`src/rtl/tetris_pkg.sv`:
```
// Shared definitions for the Tetris move scheduler.
// Command codes, FSM encoding and the gravity period helper.
package tetris_pkg;

  localparam logic [2:0] CMD_NONE  = 3'd0;
  localparam logic [2:0] CMD_LEFT  = 3'd1;
  localparam logic [2:0] CMD_RIGHT = 3'd2;
  localparam logic [2:0] CMD_ROT   = 3'd3;
  localparam logic [2:0] CMD_DOWN  = 3'd4;
  localparam logic [2:0] CMD_GRAV  = 3'd5;
  localparam logic [2:0] CMD_DROP  = 3'd6;

  typedef enum logic [1:0] {
    ST_IDLE,
    ST_ISSUE,
    ST_HALT
  } state_e;

  function automatic int grav_period(
    input int lvl,
    input int base,
    input int step,
    input int min_p
  );
    int p;
    p = base - lvl * step;
    return (p < min_p) ? min_p : p;
  endfunction

endpackage

```
`src/rtl/key_repeat.sv`:
```
// Per-button edge detect with optional auto-repeat.
// Emits a one-cycle fire on press and on each repeat interval.
module key_repeat #(
  parameter int DELAY  = 20,
  parameter int RATE   = 5,
  parameter bit REPEAT = 1'b1
) (
  input  logic clk,
  input  logic reset,
  input  logic tick,
  input  logic pause,
  input  logic freeze,
  input  logic btn,
  output logic fire
);

  localparam int CMAX = (DELAY > RATE) ? DELAY : RATE;
  localparam int CW   = $clog2(CMAX + 1);
  localparam logic [CW-1:0] LD_DELAY = CW'(DELAY);
  localparam logic [CW-1:0] LD_RATE  = CW'(RATE);

  logic          prev_q;
  logic [CW-1:0] cnt_q, cnt_d;
  logic          rise, rep;

  // Count held ticks; first repeat after DELAY, then every RATE.
  always_comb begin
    cnt_d = cnt_q;
    rep   = 1'b0;
    rise  = btn & ~prev_q;
    if (freeze) begin
      cnt_d = cnt_q;
    end else if (!btn || rise) begin
      cnt_d = LD_DELAY;
    end else if (tick) begin
      if (cnt_q <= CW'(1)) begin
        rep   = REPEAT;
        cnt_d = LD_RATE;
      end else begin
        cnt_d = cnt_q - CW'(1);
      end
    end
  end

  assign fire = !freeze && !pause && (rise || rep);

  // Previous-button and repeat counter registers.
  always_ff @(posedge clk) begin
    if (!reset) begin
      prev_q <= 1'b0;
      cnt_q  <= LD_DELAY;
    end else begin
      prev_q <= btn;
      cnt_q  <= cnt_d;
    end
  end

endmodule

```
`src/rtl/move_scheduler.sv`:
```
// Tetris move scheduler: buttons and gravity to one command
// at a time over valid/ready, with score-driven level.
module move_scheduler
  import tetris_pkg::*;
#(
  parameter int REPEAT_DELAY = 20,
  parameter int REPEAT_RATE  = 5,
  parameter int GRAV_BASE    = 100,
  parameter int GRAV_STEP    = 6,
  parameter int GRAV_MIN     = 10,
  parameter int LEVEL_POINTS = 100
) (
  input  logic        clk,
  input  logic        reset,
  input  logic        tick,
  input  logic        pause,
  input  logic        btn_left,
  input  logic        btn_right,
  input  logic        btn_rotate,
  input  logic        btn_down,
  input  logic        btn_drop,
  input  logic [13:0] score,
  input  logic        gameover,
  output logic        cmd_valid,
  output logic [2:0]  cmd,
  input  logic        cmd_ready,
  output logic [3:0]  level
);

  localparam int GW = 16;
  localparam int TW = 15;

  state_e          state_q, state_d;
  logic [2:0]      cmd_q, cmd_d;
  logic [6:0]      flags_q, flags_d;
  logic [6:0]      key_set, set_v, clr;
  logic [GW-1:0]   grav_q, grav_d, grav_ld;
  logic [3:0]      level_q, level_d;
  logic [TW-1:0]   thr_q, thr_d;
  logic [2:0]      pick;
  logic            halt, grav_fire;
  logic            f_l, f_r, f_rot, f_dn, f_drop;

  assign halt = (state_q == ST_HALT);

  key_repeat #(REPEAT_DELAY, REPEAT_RATE, 1'b1) u_left (
    .clk(clk), .reset(reset), .tick(tick), .pause(pause),
    .freeze(halt), .btn(btn_left), .fire(f_l));
  key_repeat #(REPEAT_DELAY, REPEAT_RATE, 1'b1) u_right (
    .clk(clk), .reset(reset), .tick(tick), .pause(pause),
    .freeze(halt), .btn(btn_right), .fire(f_r));
  key_repeat #(REPEAT_DELAY, REPEAT_RATE, 1'b0) u_rot (
    .clk(clk), .reset(reset), .tick(tick), .pause(pause),
    .freeze(halt), .btn(btn_rotate), .fire(f_rot));
  key_repeat #(REPEAT_DELAY, REPEAT_RATE, 1'b1) u_down (
    .clk(clk), .reset(reset), .tick(tick), .pause(pause),
    .freeze(halt), .btn(btn_down), .fire(f_dn));
  key_repeat #(REPEAT_DELAY, REPEAT_RATE, 1'b0) u_drop (
    .clk(clk), .reset(reset), .tick(tick), .pause(pause),
    .freeze(halt), .btn(btn_drop), .fire(f_drop));

  assign key_set = {f_drop, 1'b0, f_dn, f_rot, f_r, f_l, 1'b0};

  assign grav_ld = GW'(grav_period(int'(level_q), GRAV_BASE,
                                   GRAV_STEP, GRAV_MIN));

  // Highest-priority pending command.
  always_comb begin
    pick = CMD_NONE;
    priority case (1'b1)
      flags_q[CMD_DROP]:  pick = CMD_DROP;
      flags_q[CMD_GRAV]:  pick = CMD_GRAV;
      flags_q[CMD_ROT]:   pick = CMD_ROT;
      flags_q[CMD_LEFT]:  pick = CMD_LEFT;
      flags_q[CMD_RIGHT]: pick = CMD_RIGHT;
      flags_q[CMD_DOWN]:  pick = CMD_DOWN;
      default:            pick = CMD_NONE;
    endcase
  end

  // Gravity countdown, flag update and issue FSM next state.
  always_comb begin
    state_d   = state_q;
    cmd_d     = cmd_q;
    grav_d    = grav_q;
    grav_fire = 1'b0;
    clr       = 7'd0;
    if (!halt && !pause && tick) begin
      if (grav_q <= GW'(1)) begin
        grav_fire = 1'b1;
        grav_d    = grav_ld;
      end else begin
        grav_d = grav_q - GW'(1);
      end
    end
    case (state_q)
      ST_IDLE: begin
        if (!pause && pick != CMD_NONE) begin
          state_d = ST_ISSUE;
          cmd_d   = pick;
          clr     = 7'd1 << pick;
          if (pick == CMD_DROP) begin
            clr[CMD_GRAV] = 1'b1;
            grav_fire     = 1'b0;
            grav_d        = grav_ld;
          end
        end
      end
      ST_ISSUE: begin
        if (cmd_ready) begin
          state_d = ST_IDLE;
          cmd_d   = CMD_NONE;
        end
      end
      default: begin
        state_d = ST_HALT;
        cmd_d   = CMD_NONE;
      end
    endcase
    if (gameover) begin
      state_d = ST_HALT;
      cmd_d   = CMD_NONE;
    end
    set_v           = key_set;
    set_v[CMD_GRAV] = grav_fire;
    if (gameover || halt) begin
      flags_d = 7'd0;
    end else begin
      flags_d = (flags_q & ~clr) | set_v;
    end
  end

  // Level steps once per cycle while score meets the threshold.
  always_comb begin
    level_d = level_q;
    thr_d   = thr_q;
    if ({1'b0, score} >= thr_q && level_q != 4'd15) begin
      level_d = level_q + 4'd1;
      thr_d   = thr_q + TW'(LEVEL_POINTS);
    end
  end

  // State, command, flag, gravity and level registers.
  always_ff @(posedge clk) begin
    if (!reset) begin
      state_q <= ST_IDLE;
      cmd_q   <= CMD_NONE;
      flags_q <= 7'd0;
      grav_q  <= GW'(GRAV_BASE);
      level_q <= 4'd0;
      thr_q   <= TW'(LEVEL_POINTS);
    end else begin
      state_q <= state_d;
      cmd_q   <= cmd_d;
      flags_q <= flags_d;
      grav_q  <= grav_d;
      level_q <= level_d;
      thr_q   <= thr_d;
    end
  end

  assign cmd_valid = (state_q == ST_ISSUE);
  assign cmd       = cmd_q;
  assign level     = level_q;

endmodule
```
`config.mk`:
```
export PLATFORM = sky130hd
export DESIGN_NAME = move_scheduler
export DESIGN_NICKNAME = d
export VERILOG_FILES = /design/src/rtl/tetris_pkg.sv /design/src/rtl/key_repeat.sv /design/src/rtl/move_scheduler.sv
export SDC_FILE = /design/constraint.sdc
export NUM_CORES = 1
export LEC_CHECK = 0
export CAP_MARGIN = 5
export CORE_ASPECT_RATIO = 1.25
export CORE_UTILIZATION = 55
export CTS_CLUSTER_SIZE = 28
export DETAILED_ROUTE_END_ITERATION = 12
export GPL_ROUTABILITY_DRIVEN = 1
export PLACE_DENSITY = 0.87
export SKIP_LAST_GASP = 1
export SYNTH_ARGS = -nofsm -noshare
export SYNTH_HDL_FRONTEND = slang
export SYNTH_HIERARCHICAL = 1
export SYNTH_SLANG_ARGS = --single-unit
export TNS_END_PERCENT = 100
```
`constraint.sdc`:
```
create_clock -name clk -period 5.3 [get_ports clk]
set_input_delay 0.53 -clock clk [delete_from_list [all_inputs] [get_ports clk]]
set_output_delay 0.53 -clock clk [all_outputs]
set_load 0.01 [all_outputs]
```
==> results.md <==
Synthesis:
- In this run, distinct cell masters in the synthesized netlist total 70.
- The async set-reset flop share out of synthesis is 0%.
- The post-synthesis cell area is 4180 um2.
- For this run, the leading register cell type out of synthesis is sky130_fd_sc_hd__dfxtp_1.
- The synthesized design contains 64 register bits.
- Synthesis handed over a netlist of about 500 instances.
- In this run, synthesis inferred 0 flip-flops with an integrated enable.
- During synthesis, Yosys emitted a total of 6 warnings.
- The synthesized netlist net count is about 560.
- The sequential area share after synthesis is 30.6%.
- The synthesized area per cell is slightly above 8 um2.

Job:
- The count of max-cap constraint violations is 0.

Floorplan:
- In this run the horizontal extent of the chip is 80.0 um.
- The number of standard-cell rows in the floorplan is 35.
- The number of placed I/O pins is 33.
- The floorplan die area is between 7000 and 8000 um2.
- The area of the core is 7360 um2.
- The initial utilization of the core area, before any placement, comes to 56.8%.
- From bottom edge to top edge, the die measures 99.5 um.

Global routing:
- Entering global routing, the biggest net connects 56 pins.
- The total global routing overflow is 0.
- The first-pass GRT wire length is 15.2 mm.
- The aggregate global-route resource usage is 24.4%.
- The via count of the first global-routing pass is 3523.
- The number of antenna violations at the first check in global routing is 0.

Timing:
- Measured against its own limit, the worst slew margin works out to a little over 40%.
- Derived from the worst setup path, the maximum achievable clock frequency is 306 MHz.
- The count of endpoints failing setup in the final report is 0.
- The final count of hold timing violations is 0.
- Adding up every negative setup slack in the final design gives 0 ns.
- The final critical-path share of the clock period is 61.6%.
- The transition at the pin with the smallest max-transition slack is 0.883 ns.
- Setup repair after global routing left no endpoint under its margin.
- Counting I/O delays and the setup requirement, the final critical path takes 3.26 ns.
- The final-report max-slew violation count is 0.
- For the final database, setup skew stands at 0.00714 ns.

Power and ir drop:
- The standby leakage power is approximately 1.9 nW.
- Power spread over the standard cell area amounts to 242 nW/um2.
- The design draws 1.15 mW.
- The maximum resistive drop on vdd is 0.152 mV.

Clock tree:
- The number of clock buffers added by TritonCTS is 9.
- After clock tree synthesis, the clock-pin slew on the worst setup and hold paths is 0.06 ns.
- The buffer levels on the longest clock path is 2.
- The CTS tree is done.
- Clock tree synthesis found a total of 64 sinks.
- After clock tree synthesis, the setup repair step added 0 buffers.
- The hold-fix buffer count after cts is 0.
- The clock tree root buffer cell is sky130_fd_sc_hd__clkbuf_8.
- In this run the number of H-tree levels came out at 3.
- Post-CTS repair changed the size of 0 cells.
- The worst-skew pair later-pin latency is 0.35 ns.

Worst setup path:
- The slowest stage of the critical path is the sky130_fd_sc_hd__dfxtp_1 cell.
- The delay of the slowest critical-path stage is about 0.53 ns.
- Data on the critical path is required at its endpoint by 5.53 ns.
- Along the worst path, the maximum fanout reaches 9.
- The data arrival time of the critical path is 3.49 ns.
- The worst setup path is launched from a register.
- The critical path is of the reg -> reg type.
- STA classifies the critical path endpoint as a register.
- The critical path goes through ha_1 > inv_1 > fa_1 > xnor2_1 > o21ai_0 > mux2i_1 > nor2_1 > o311a_1 > ha_1 > o311a_1.

Placed design:
- The number of buffers added on ports is 32.
- At the end of routability-driven placement, the weighted congestion stood at between 0.8 and 0.9.
- The post-detailed-placement cell area is around 4500 um2.
- The wire-length estimate of the detail-placed layout is between 6 and 7 mm.
- The number of placed instances, taps included is 616.

Finish:
- The count of fill cells added during filler insertion is ~630.
- The area of all placed cells without fillers is 4750 um2.
- Of the cells placed in the final design, the portion with a size suffix greater than 1 is roughly 7.2%.
- The final core utilization is 64.5%.
- Leaving out filler cells and counting taps, the final layout contains 632.
- For this run, the post-layout net count is 589.
- The area growth from synthesis to layout is 13.6%.
- The repair_antennas step left the layout with diodes totalling 0.

Routing:
- The iteration count of the initial detailed-routing pass is 5.
- In the routed layout, each cell is associated on average with a via count of 6.04.
- The number of violations reported at the end of detailed-routing iteration 0 is 254.
- The final route contains 3818 vias.
- The number of DRC violations after detailed routing is 0.
- The number of routed nets with antenna violations is 0.
- The final wirelength is 9.13 mm.
- Dividing the detail-routed wire length by the instance count gives 14.5 um.

Run status:
- The run finished with clean final reports.

Hold path:
- In this run the worst hold path is classified as reg -> reg.
-- Yosys cell counts, types with 5 or more instances --
master	number	area, um2
sky130_fd_sc_hd__a211o_1	5	43.8
sky130_fd_sc_hd__a211oi_1	6	45.0
sky130_fd_sc_hd__a21oi_1	34	170
sky130_fd_sc_hd__and2_1	10	62.6
sky130_fd_sc_hd__and3_1	8	50.1
sky130_fd_sc_hd__and3b_1	5	43.8
sky130_fd_sc_hd__clkbuf_1	8	30.0
sky130_fd_sc_hd__dfxtp_1	64	1280
sky130_fd_sc_hd__ha_1	28	350
sky130_fd_sc_hd__inv_1	35	131
sky130_fd_sc_hd__mux2i_1	5	50.1
sky130_fd_sc_hd__nand2_1	46	173
sky130_fd_sc_hd__nand2b_1	9	56.3
sky130_fd_sc_hd__nand3_1	19	95.1
sky130_fd_sc_hd__nand4_1	7	43.8
sky130_fd_sc_hd__nor2_1	31	116
sky130_fd_sc_hd__nor2b_1	7	43.8
sky130_fd_sc_hd__nor3_1	13	65.1
sky130_fd_sc_hd__nor3_2	5	50.1
sky130_fd_sc_hd__o21ai_0	21	105
sky130_fd_sc_hd__o21ai_1	13	65.1
sky130_fd_sc_hd__o311a_1	5	50.1
sky130_fd_sc_hd__o311ai_1	12	105
sky130_fd_sc_hd__o31ai_1	6	45.0
sky130_fd_sc_hd__or3_1	7	43.8
sky130_fd_sc_hd__xnor2_1	9	78.8
-- power breakdown --
part,switching [mW],internal (mW),leakage [nW]
Combinational,0.110,0.0959,1.24
Sequential,0.0241,0.499,0.521
Clock,0.180,0.242,0.103
-- cell type report --
cell class                      count  area [um2]  share of cell area, %
Clock inverter                      3        40.0                  0.843
Clock buffer                       13         159                   3.35
Timing Repair Buffer               33         323                   6.80
Tap cell                           92         115                   2.42
Multi-Input combinational cell    392        2700                   56.8
Sequential cell                    64        1280                   27.0
Inverter                           35         131                   2.77
-- through the flow --
stage,hold WS [ns],setup WS (ns)
2_1_floorplan,0.448,2.40
3_3_place_gp,0.461,2.17
3_5_place_dp,0.473,2.06
4_1_cts,0.482,2.02
5_1_grt,0.490,1.76
6_report,0.481,2.04
-- cells by family (layout without fill, tap and decap cells) --
group / after synthesis / after routing / share of synthesized area, %
simple gates: 196 / 196 / 27.0
compound gates: 151 / 151 / 25.2
flops: 64 / 64 / 30.6
buf+inv: 47 / 84 / 4.79
fa+ha+maj: 29 / 29 / 8.86
xor+xnor: 11 / 11 / 2.30
mux: 5 / 5 / 1.20
-- layout by cell type (no fill, tap or decap), drive strengths merged, types with 10 or more instances in the layout --
cell type and instances:
nand2b 11, clkbuf 13, and2 10, nand2 46, a21oi 34, clkdlybuf4s50 31, nand3 19, dfxtp 64
nor2 31, nor3 19, inv 35, o21ai 35, ha 28, o311ai 12
-- routing by layer --
layer / vias to the layer above / GRT usage (%) / part of all wire (%)
met5: - / 0 / 0
met2: 85 / 41.9 / 50
met4: 0 / 11.4 / 2.2
met1: 1778 / 27.6 / 43
met3: 16 / 6.51 / 4.9
li1: 1939 / - / -
-- registers in the layout (all words and copies together) (netlist names) --
signal and flops:
u_rot/prev_q 1, u_down/cnt_q 5, cmd 3, u_right/cnt_q 5
thr_q 13, u_right/prev_q 1, level 4, grav_q 16
u_drop/prev_q 1, u_down/prev_q 1, flags_q 6, u_left/prev_q 1
state_q 2, u_left/cnt_q 5
-- worst max-delay path: cells and delay by family (launching register included) --
family	cells	cell delay [ns]
xor+xnor	1	0.43
flops	1	0.53
buf+inv	1	0.09
fa+ha+maj	3	1.09
mux	1	0.14
compound gates	3	0.82
simple gates	1	0.05
-- final timing paths --
path / slack, ns / end / from / cells after the start
max: 2.04 / grav_q[3] / level[0] / 10
min: 0.48 / thr_q[11] / thr_q[11] / 2
max reg2reg: 2.04 / grav_q[3] / level[0] / 10
min reg2reg: 0.48 / thr_q[11] / thr_q[11] / 2
Note: power is estimated with default switching activity, not from simulation.
